File: src/rtl/joy_dir_filter.sv
// joy_dir_filter: per-channel joystick conditioning between the hps_io
// joystick words and the core input mapping. Each channel is debounced,
// optionally SOCD-cleaned, restricted to 8-way / 4-way-last / 4-way-first
// and given autofire on its fire button.
module joy_dir_filter #(
  parameter int unsigned NUM_CH   = 2,
  parameter int unsigned DB_TICKS = 4,
  parameter int unsigned AF_DIV   = 8
) (
  input  logic                  clk,
  input  logic                  reset_n,
  input  logic                  ce,
  input  logic [1:0]            mode,
  input  logic                  socd,
  input  logic [NUM_CH-1:0]     af_en,
  input  logic [4*NUM_CH-1:0]   dir_in,
  input  logic [NUM_CH-1:0]     fire_in,
  output logic [4*NUM_CH-1:0]   dir_out,
  output logic [NUM_CH-1:0]     fire_out,
  output logic [NUM_CH-1:0]     active
);

  typedef enum logic [1:0] {
    MODE_PASS8     = 2'd0,
    MODE_LAST4     = 2'd1,
    MODE_FIRST4    = 2'd2,
    MODE_LAST4_ALT = 2'd3
  } mode_e;

  localparam logic [3:0] DB_LIM  = DB_TICKS[3:0];
  localparam logic [7:0] AF_LAST = 8'(AF_DIV - 1);

  // Per-channel input bundle: [4:1] = {up,down,left,right}, [0] = fire.
  logic [NUM_CH-1:0][4:0]       in_q;
  logic [NUM_CH-1:0][4:0]       deb_q, deb_d, deb_eff;
  logic [NUM_CH-1:0][4:0][3:0]  cnt_q, cnt_d;
  logic [NUM_CH-1:0][3:0]       cl_w;
  logic [NUM_CH-1:0][3:0]       new_w;
  logic [NUM_CH-1:0][3:0]       cl_prev_q;
  logic [NUM_CH-1:0][3:0]       mask_q, mask_d;
  logic [NUM_CH-1:0][7:0]       af_cnt_q, af_cnt_d;
  logic [NUM_CH-1:0]            af_ph_q, af_ph_d;
  logic [NUM_CH-1:0]            fire_prev_q;
  logic [4*NUM_CH-1:0]          dir_q, dir_d;
  logic [NUM_CH-1:0]            fire_q, fire_d;
  logic [NUM_CH-1:0]            active_q, active_d;
  mode_e                        mode_s;

  assign mode_s = mode_e'(mode);

  // Highest-priority set bit: up > down > left > right.
  function automatic logic [3:0] pick_hi(input logic [3:0] v);
    logic [3:0] r;
    r = '0;
    if (v[3])      r = 4'b1000;
    else if (v[2]) r = 4'b0100;
    else if (v[1]) r = 4'b0010;
    else if (v[0]) r = 4'b0001;
    return r;
  endfunction

  // Stage 0: register raw inputs every clk.
  always_ff @(posedge clk or negedge reset_n) begin
    if (!reset_n) begin
      in_q <= '0;
    end else begin
      for (int unsigned c = 0; c < NUM_CH; c++) begin
        in_q[c] <= {dir_in[4*c +: 4], fire_in[c]};
      end
    end
  end

  // Debounce: accept a change after DB_TICKS consecutive differing ce ticks.
  always_comb begin
    deb_d = deb_q;
    cnt_d = cnt_q;
    if (DB_TICKS == 0) begin
      deb_d = in_q;
    end else if (ce) begin
      for (int unsigned c = 0; c < NUM_CH; c++) begin
        for (int unsigned b = 0; b < 5; b++) begin
          if (in_q[c][b] == deb_q[c][b]) begin
            cnt_d[c][b] = '0;
          end else if (cnt_q[c][b] + 4'd1 == DB_LIM) begin
            deb_d[c][b] = in_q[c][b];
            cnt_d[c][b] = '0;
          end else begin
            cnt_d[c][b] = cnt_q[c][b] + 4'd1;
          end
        end
      end
    end
  end

  // With debounce bypassed the stage-0 register feeds the filter directly,
  // keeping the input-to-output latency at two clocks.
  assign deb_eff = (DB_TICKS == 0) ? in_q : deb_q;

  // SOCD cleaning, direction mask selection and registered outputs.
  // dir_out uses the mask being loaded this clk so a new selection is
  // visible in the same cycle the mask register updates.
  always_comb begin
    cl_w     = '0;
    new_w    = '0;
    mask_d   = mask_q;
    dir_d    = '0;
    active_d = '0;
    for (int unsigned c = 0; c < NUM_CH; c++) begin
      cl_w[c] = deb_eff[c][4:1];
      if (socd && cl_w[c][3] && cl_w[c][2]) cl_w[c][3:2] = 2'b00;
      if (socd && cl_w[c][1] && cl_w[c][0]) cl_w[c][1:0] = 2'b00;
      new_w[c] = cl_w[c] & ~cl_prev_q[c];
      case (mode_s)
        MODE_PASS8: begin
          mask_d[c] = '0;
        end
        MODE_FIRST4: begin
          if ((cl_w[c] & mask_q[c]) == '0) mask_d[c] = pick_hi(cl_w[c]);
        end
        default: begin
          if (new_w[c] != '0) begin
            mask_d[c] = pick_hi(new_w[c]);
          end else if ((cl_w[c] & mask_q[c]) == '0) begin
            mask_d[c] = pick_hi(cl_w[c]);
          end
        end
      endcase
      if (mode_s == MODE_PASS8) dir_d[4*c +: 4] = cl_w[c];
      else                      dir_d[4*c +: 4] = cl_w[c] & mask_d[c];
      active_d[c] = |dir_d[4*c +: 4];
    end
  end

  // Autofire: square wave of AF_DIV ce ticks per half-period while fire held.
  always_comb begin
    af_cnt_d = af_cnt_q;
    af_ph_d  = af_ph_q;
    fire_d   = '0;
    for (int unsigned c = 0; c < NUM_CH; c++) begin
      if (!deb_eff[c][0] || !fire_prev_q[c]) begin
        af_cnt_d[c] = '0;
        af_ph_d[c]  = 1'b1;
      end else if (af_en[c] && ce) begin
        if (af_cnt_q[c] == AF_LAST) begin
          af_cnt_d[c] = '0;
          af_ph_d[c]  = ~af_ph_q[c];
        end else begin
          af_cnt_d[c] = af_cnt_q[c] + 8'd1;
        end
      end
      fire_d[c] = deb_eff[c][0] & (af_en[c] ? af_ph_d[c] : 1'b1);
    end
  end

  // Filter state and output registers.
  always_ff @(posedge clk or negedge reset_n) begin
    if (!reset_n) begin
      deb_q       <= '0;
      cnt_q       <= '0;
      cl_prev_q   <= '0;
      mask_q      <= '0;
      af_cnt_q    <= '0;
      af_ph_q     <= '1;
      fire_prev_q <= '0;
      dir_q       <= '0;
      fire_q      <= '0;
      active_q    <= '0;
    end else begin
      deb_q     <= deb_d;
      cnt_q     <= cnt_d;
      cl_prev_q <= cl_w;
      mask_q    <= mask_d;
      af_cnt_q  <= af_cnt_d;
      af_ph_q   <= af_ph_d;
      for (int unsigned c = 0; c < NUM_CH; c++) begin
        fire_prev_q[c] <= deb_eff[c][0];
      end
      dir_q     <= dir_d;
      fire_q    <= fire_d;
      active_q  <= active_d;
    end
  end

  assign dir_out  = dir_q;
  assign fire_out = fire_q;
  assign active   = active_q;

endmodule

File: config.mk
export PLATFORM = sky130hd
export DESIGN_NAME = joy_dir_filter
export DESIGN_NICKNAME = d
export VERILOG_FILES = /design/src/rtl/joy_dir_filter.sv
export SDC_FILE = /design/constraint.sdc
export NUM_CORES = 1
export LEC_CHECK = 0
export ABC_CLOCK_PERIOD_IN_PS = 5600
export CORE_MARGIN = 2
export CORE_UTILIZATION = 40
export DETAILED_ROUTE_END_ITERATION = 10
export SLEW_MARGIN = 20
export SYNTH_ARGS = -nofsm -noshare
export SYNTH_HDL_FRONTEND = slang
export SYNTH_SLANG_ARGS = --single-unit
File: constraint.sdc
create_clock -name clk -period 5.6 [get_ports clk]
set_clock_uncertainty 0.2 [all_clocks]
set_input_delay 0.84 -clock clk [delete_from_list [all_inputs] [get_ports clk]]
set_output_delay 0.84 -clock clk [all_outputs]
set_load 0.05 [all_outputs]
==> flow_summary.toml <==
[route]
vias = 4049
wl_met1_mm = 4.89
viasPerCell = 5.31
drtPass1Iterations = 4
highest_layer = "met4"
wirelength_mm = 10.2
dr_wl_met3_um = 355
drt-initial-drc-count = 138
met2WireLength_mm = 4.89
avgRoutedWirePerCell_um = 13.4
antenna_left = 0
drc = 0

[clock_tree]
path_clk_slew_ps = 70
ctsHoldBuffers = 0
clockBufferDepth = 2
h-tree-depth = 3
root_buffer = "clkbuf_16"
cts_tree = "built"
cts-resized-gates = 0
clock_sinks = 108
post-cts-setup-buffers = 0
clock_latency_ps = 350
cts_made_buffers = 9

[global_routing]
grt_usage_pct = 15.3
antenna_found_initial = 0
gr-total-overflow = 0
grt_pass1_wl_mm = 18.0
grt_pass1_vias = 3980
grt_max_degree = 62

[setup_path]
criticalPathCategory = "in2reg"
r2r_start = "deb_eff[2]"
arrival_ps = 3500
rr_endpoint = "active[0]"
worstRegToRegCells = 7
crit_end = "active[0]"
critPathLaunch = "socd"
end_kind = "flip-flop"
crit_fanout = 15
rrSetupSlack_ps = 2950
cp_data_required_time_ps = 5630
start_kind = "input pin"

[timing]
min_period_over_period_pct = 62.0
slew-limit-headroom_pct = 47.2
max_freq_mhz = 288
rsz0062_at_grt = "no"
timing.hold.ws_ps = 256
setup_viol = 0
worst_slew_pin_slew_ps = 792
fin_setup_tns_ps = 0
maxSlewViolCount = 0
final_hold_viol_count = 0
period_minus_slack_ps = 3470

[synthesis]
synth_flop_cell = "dfrtp_1"
synthDistinctLibCells = 62
synthAdderAreaFrac_pct = 3.47
synth_edf_count = 0
synth_seq_cells = 108
synth.net_count = 588
synth_most_common_cell = "dfrtp_1"
synth_compound_area_share_pct = 17.1
synthTopCellsByCount = "dfrtp_1 (106), nand2_1 (55), o21ai_0 (50)"
yosysWarnings = 0
avgSynthCellArea_um2 = 9.74
synth_area_um2 = 5410
yosys.area.top_type = "dfrtp_1"
ys_seq_area_share_pct = 50.0
synth_top_family_by_area = "simple AND/OR/NAND/NOR gates"
synth_cells = 555
ys_top_cells_by_area = "dfrtp_1 (49%), o21ai_0 (4.6%), nand2_1 (3.8%)"
synth_xor_area_share_pct = 3.24
async_flop_share_pct = 100
synthMuxAreaShare_pct = 2.98
synth_simple_gate_area_share_pct = 18.8
yosysTopAreaCellShare_pct = 49.1

[placement]
dp_hpwl_mm = 6.98
port_buffers = 29
gp_congestion = 0.857
placed_cells = 747

[worst_hold_path]
hold_depth = 1
min_path_type = "reg2reg"

[run_status]
status = "finished, final reports clean"

[die]
initial_core_util_pct = 40.8
dieWidth_um = 120
num_rows = 42
core_um2 = 13200
ios = 30
fp.dieH_um = 120
dieArea_um2 = 14500

[finish]
nets = 615
num-fill-cells = 1283
area_growth_pct = 13.5
antenna_cells = 0
final-instance-count-excl-fill = 763
drive_above_1_share_pct = 8.52

[power_and_ir_drop]
peakVddDrop_mv = 0.307
p_leak_nw = 2.70
powerDensity_nw_per_um2 = 443
finalPower_mw = 2.72

[flow_run]
drv_cap = 0
where the power goes:
group          internal, mW  switching, mW
registers             0.978          0.199
clock network         0.330          0.290
logic                 0.391          0.531
total                  1.70           1.02
sequential cells by signal, indices dropped and copies added, names as in the netlist, 8 cells and up:
register / count
af_cnt_q: 16
cl_prev_q: 8
cnt_q: 40
deb_eff: 10
dir_out: 8
in_q: 10
mask_q: 8
routing by layer:
| layer | global-route usage (%) | vias to the layer above |
|---|---|---|
| li1 | - | 2000 |
| met1 | 19.3 | 1979 |
| met2 | 25.7 | 60 |
| met3 | 4.39 | 10 |
| met4 | 4.22 | 0 |
| met5 | 0 | - |
through the flow:
| step | util (%) | area [µm²] | setup slack (ps) |
|---|---|---|---|
| floorplan | - | 5410 | 2930 |
| global placement | 44.2 | 5850 | 1840 |
| detailed placement | 44.2 | 5850 | 1760 |
| CTS | 46.4 | 6140 | 2140 |
| global route | 46.4 | 6140 | 1980 |
| finish | 46.4 | 6140 | 2130 |
worst min-delay path by stage:
stage	from	to	slack, ps
floorplan	fire_prev_q[1]	af_ph_q[1]	210
detailed placement	fire_prev_q[0]	af_ph_q[0]	250
global placement	fire_prev_q[1]	af_ph_q[1]	230
finish	fire_prev_q[0]	af_ph_q[0]	260
CTS	fire_prev_q[0]	af_ph_q[0]	260
global route	fire_prev_q[0]	af_ph_q[0]	290
cells in the final DEF, fill, tap and decap left out, types with 4 or more instances in the layout:
| cell type | count |
|---|---|
| a21bo_2 | 5 |
| a21oi_1 | 24 |
| a31oi_1 | 4 |
| a32o_1 | 5 |
| and3_1 | 5 |
| clkbuf_16 | 9 |
| clkdlybuf4s50_1 | 27 |
| dfrtp_1 | 106 |
| ha_1 | 15 |
| inv_1 | 42 |
| mux2_2 | 8 |
| mux2i_1 | 6 |
| nand2_1 | 55 |
| nand2b_1 | 14 |
| nand3_1 | 36 |
| nand3b_1 | 4 |
| nor2_1 | 31 |
| nor2b_1 | 13 |
| nor3_1 | 5 |
| nor3b_1 | 8 |
| o21ai_0 | 50 |
| o22ai_1 | 20 |
| o31ai_1 | 6 |
| or2_2 | 4 |
| xnor2_1 | 11 |
| xor2_1 | 9 |
layout make-up:
cell class / instances / area [µm²] / area share [%]
clock inverters: 4 / 31.3 / 0.510
well taps: 176 / 220 / 3.59
inverters: 43 / 161 / 2.63
repair buffers: 31 / 298 / 4.85
flip-flops and latches: 108 / 2710 / 44.1
multi-input cells: 389 / 2470 / 40.2
clock buffers: 12 / 256 / 4.18
critical path, stage by stage:
cell             delay (ps)
clkdlybuf4s50_1         870
a311oi_2                290
nor4_4                  510
mux2_1                  360
nand2_1                  80
a21boi_1                 80
or4_1                   460
kinds of logic (layout without fill, tap and decap cells):
kind of cell | count (synthesis) | in the layout
xor gates and xnor gates | 20 | 20
AOI/OAI and AO/OA | 144 | 144
DFF | 108 | 108
buffers and inverters | 58 | 90
and+or+nand+nor | 195 | 195
muxes | 15 | 15
adders and majority gates | 15 | 15
(Power assumes the default switching activity.)
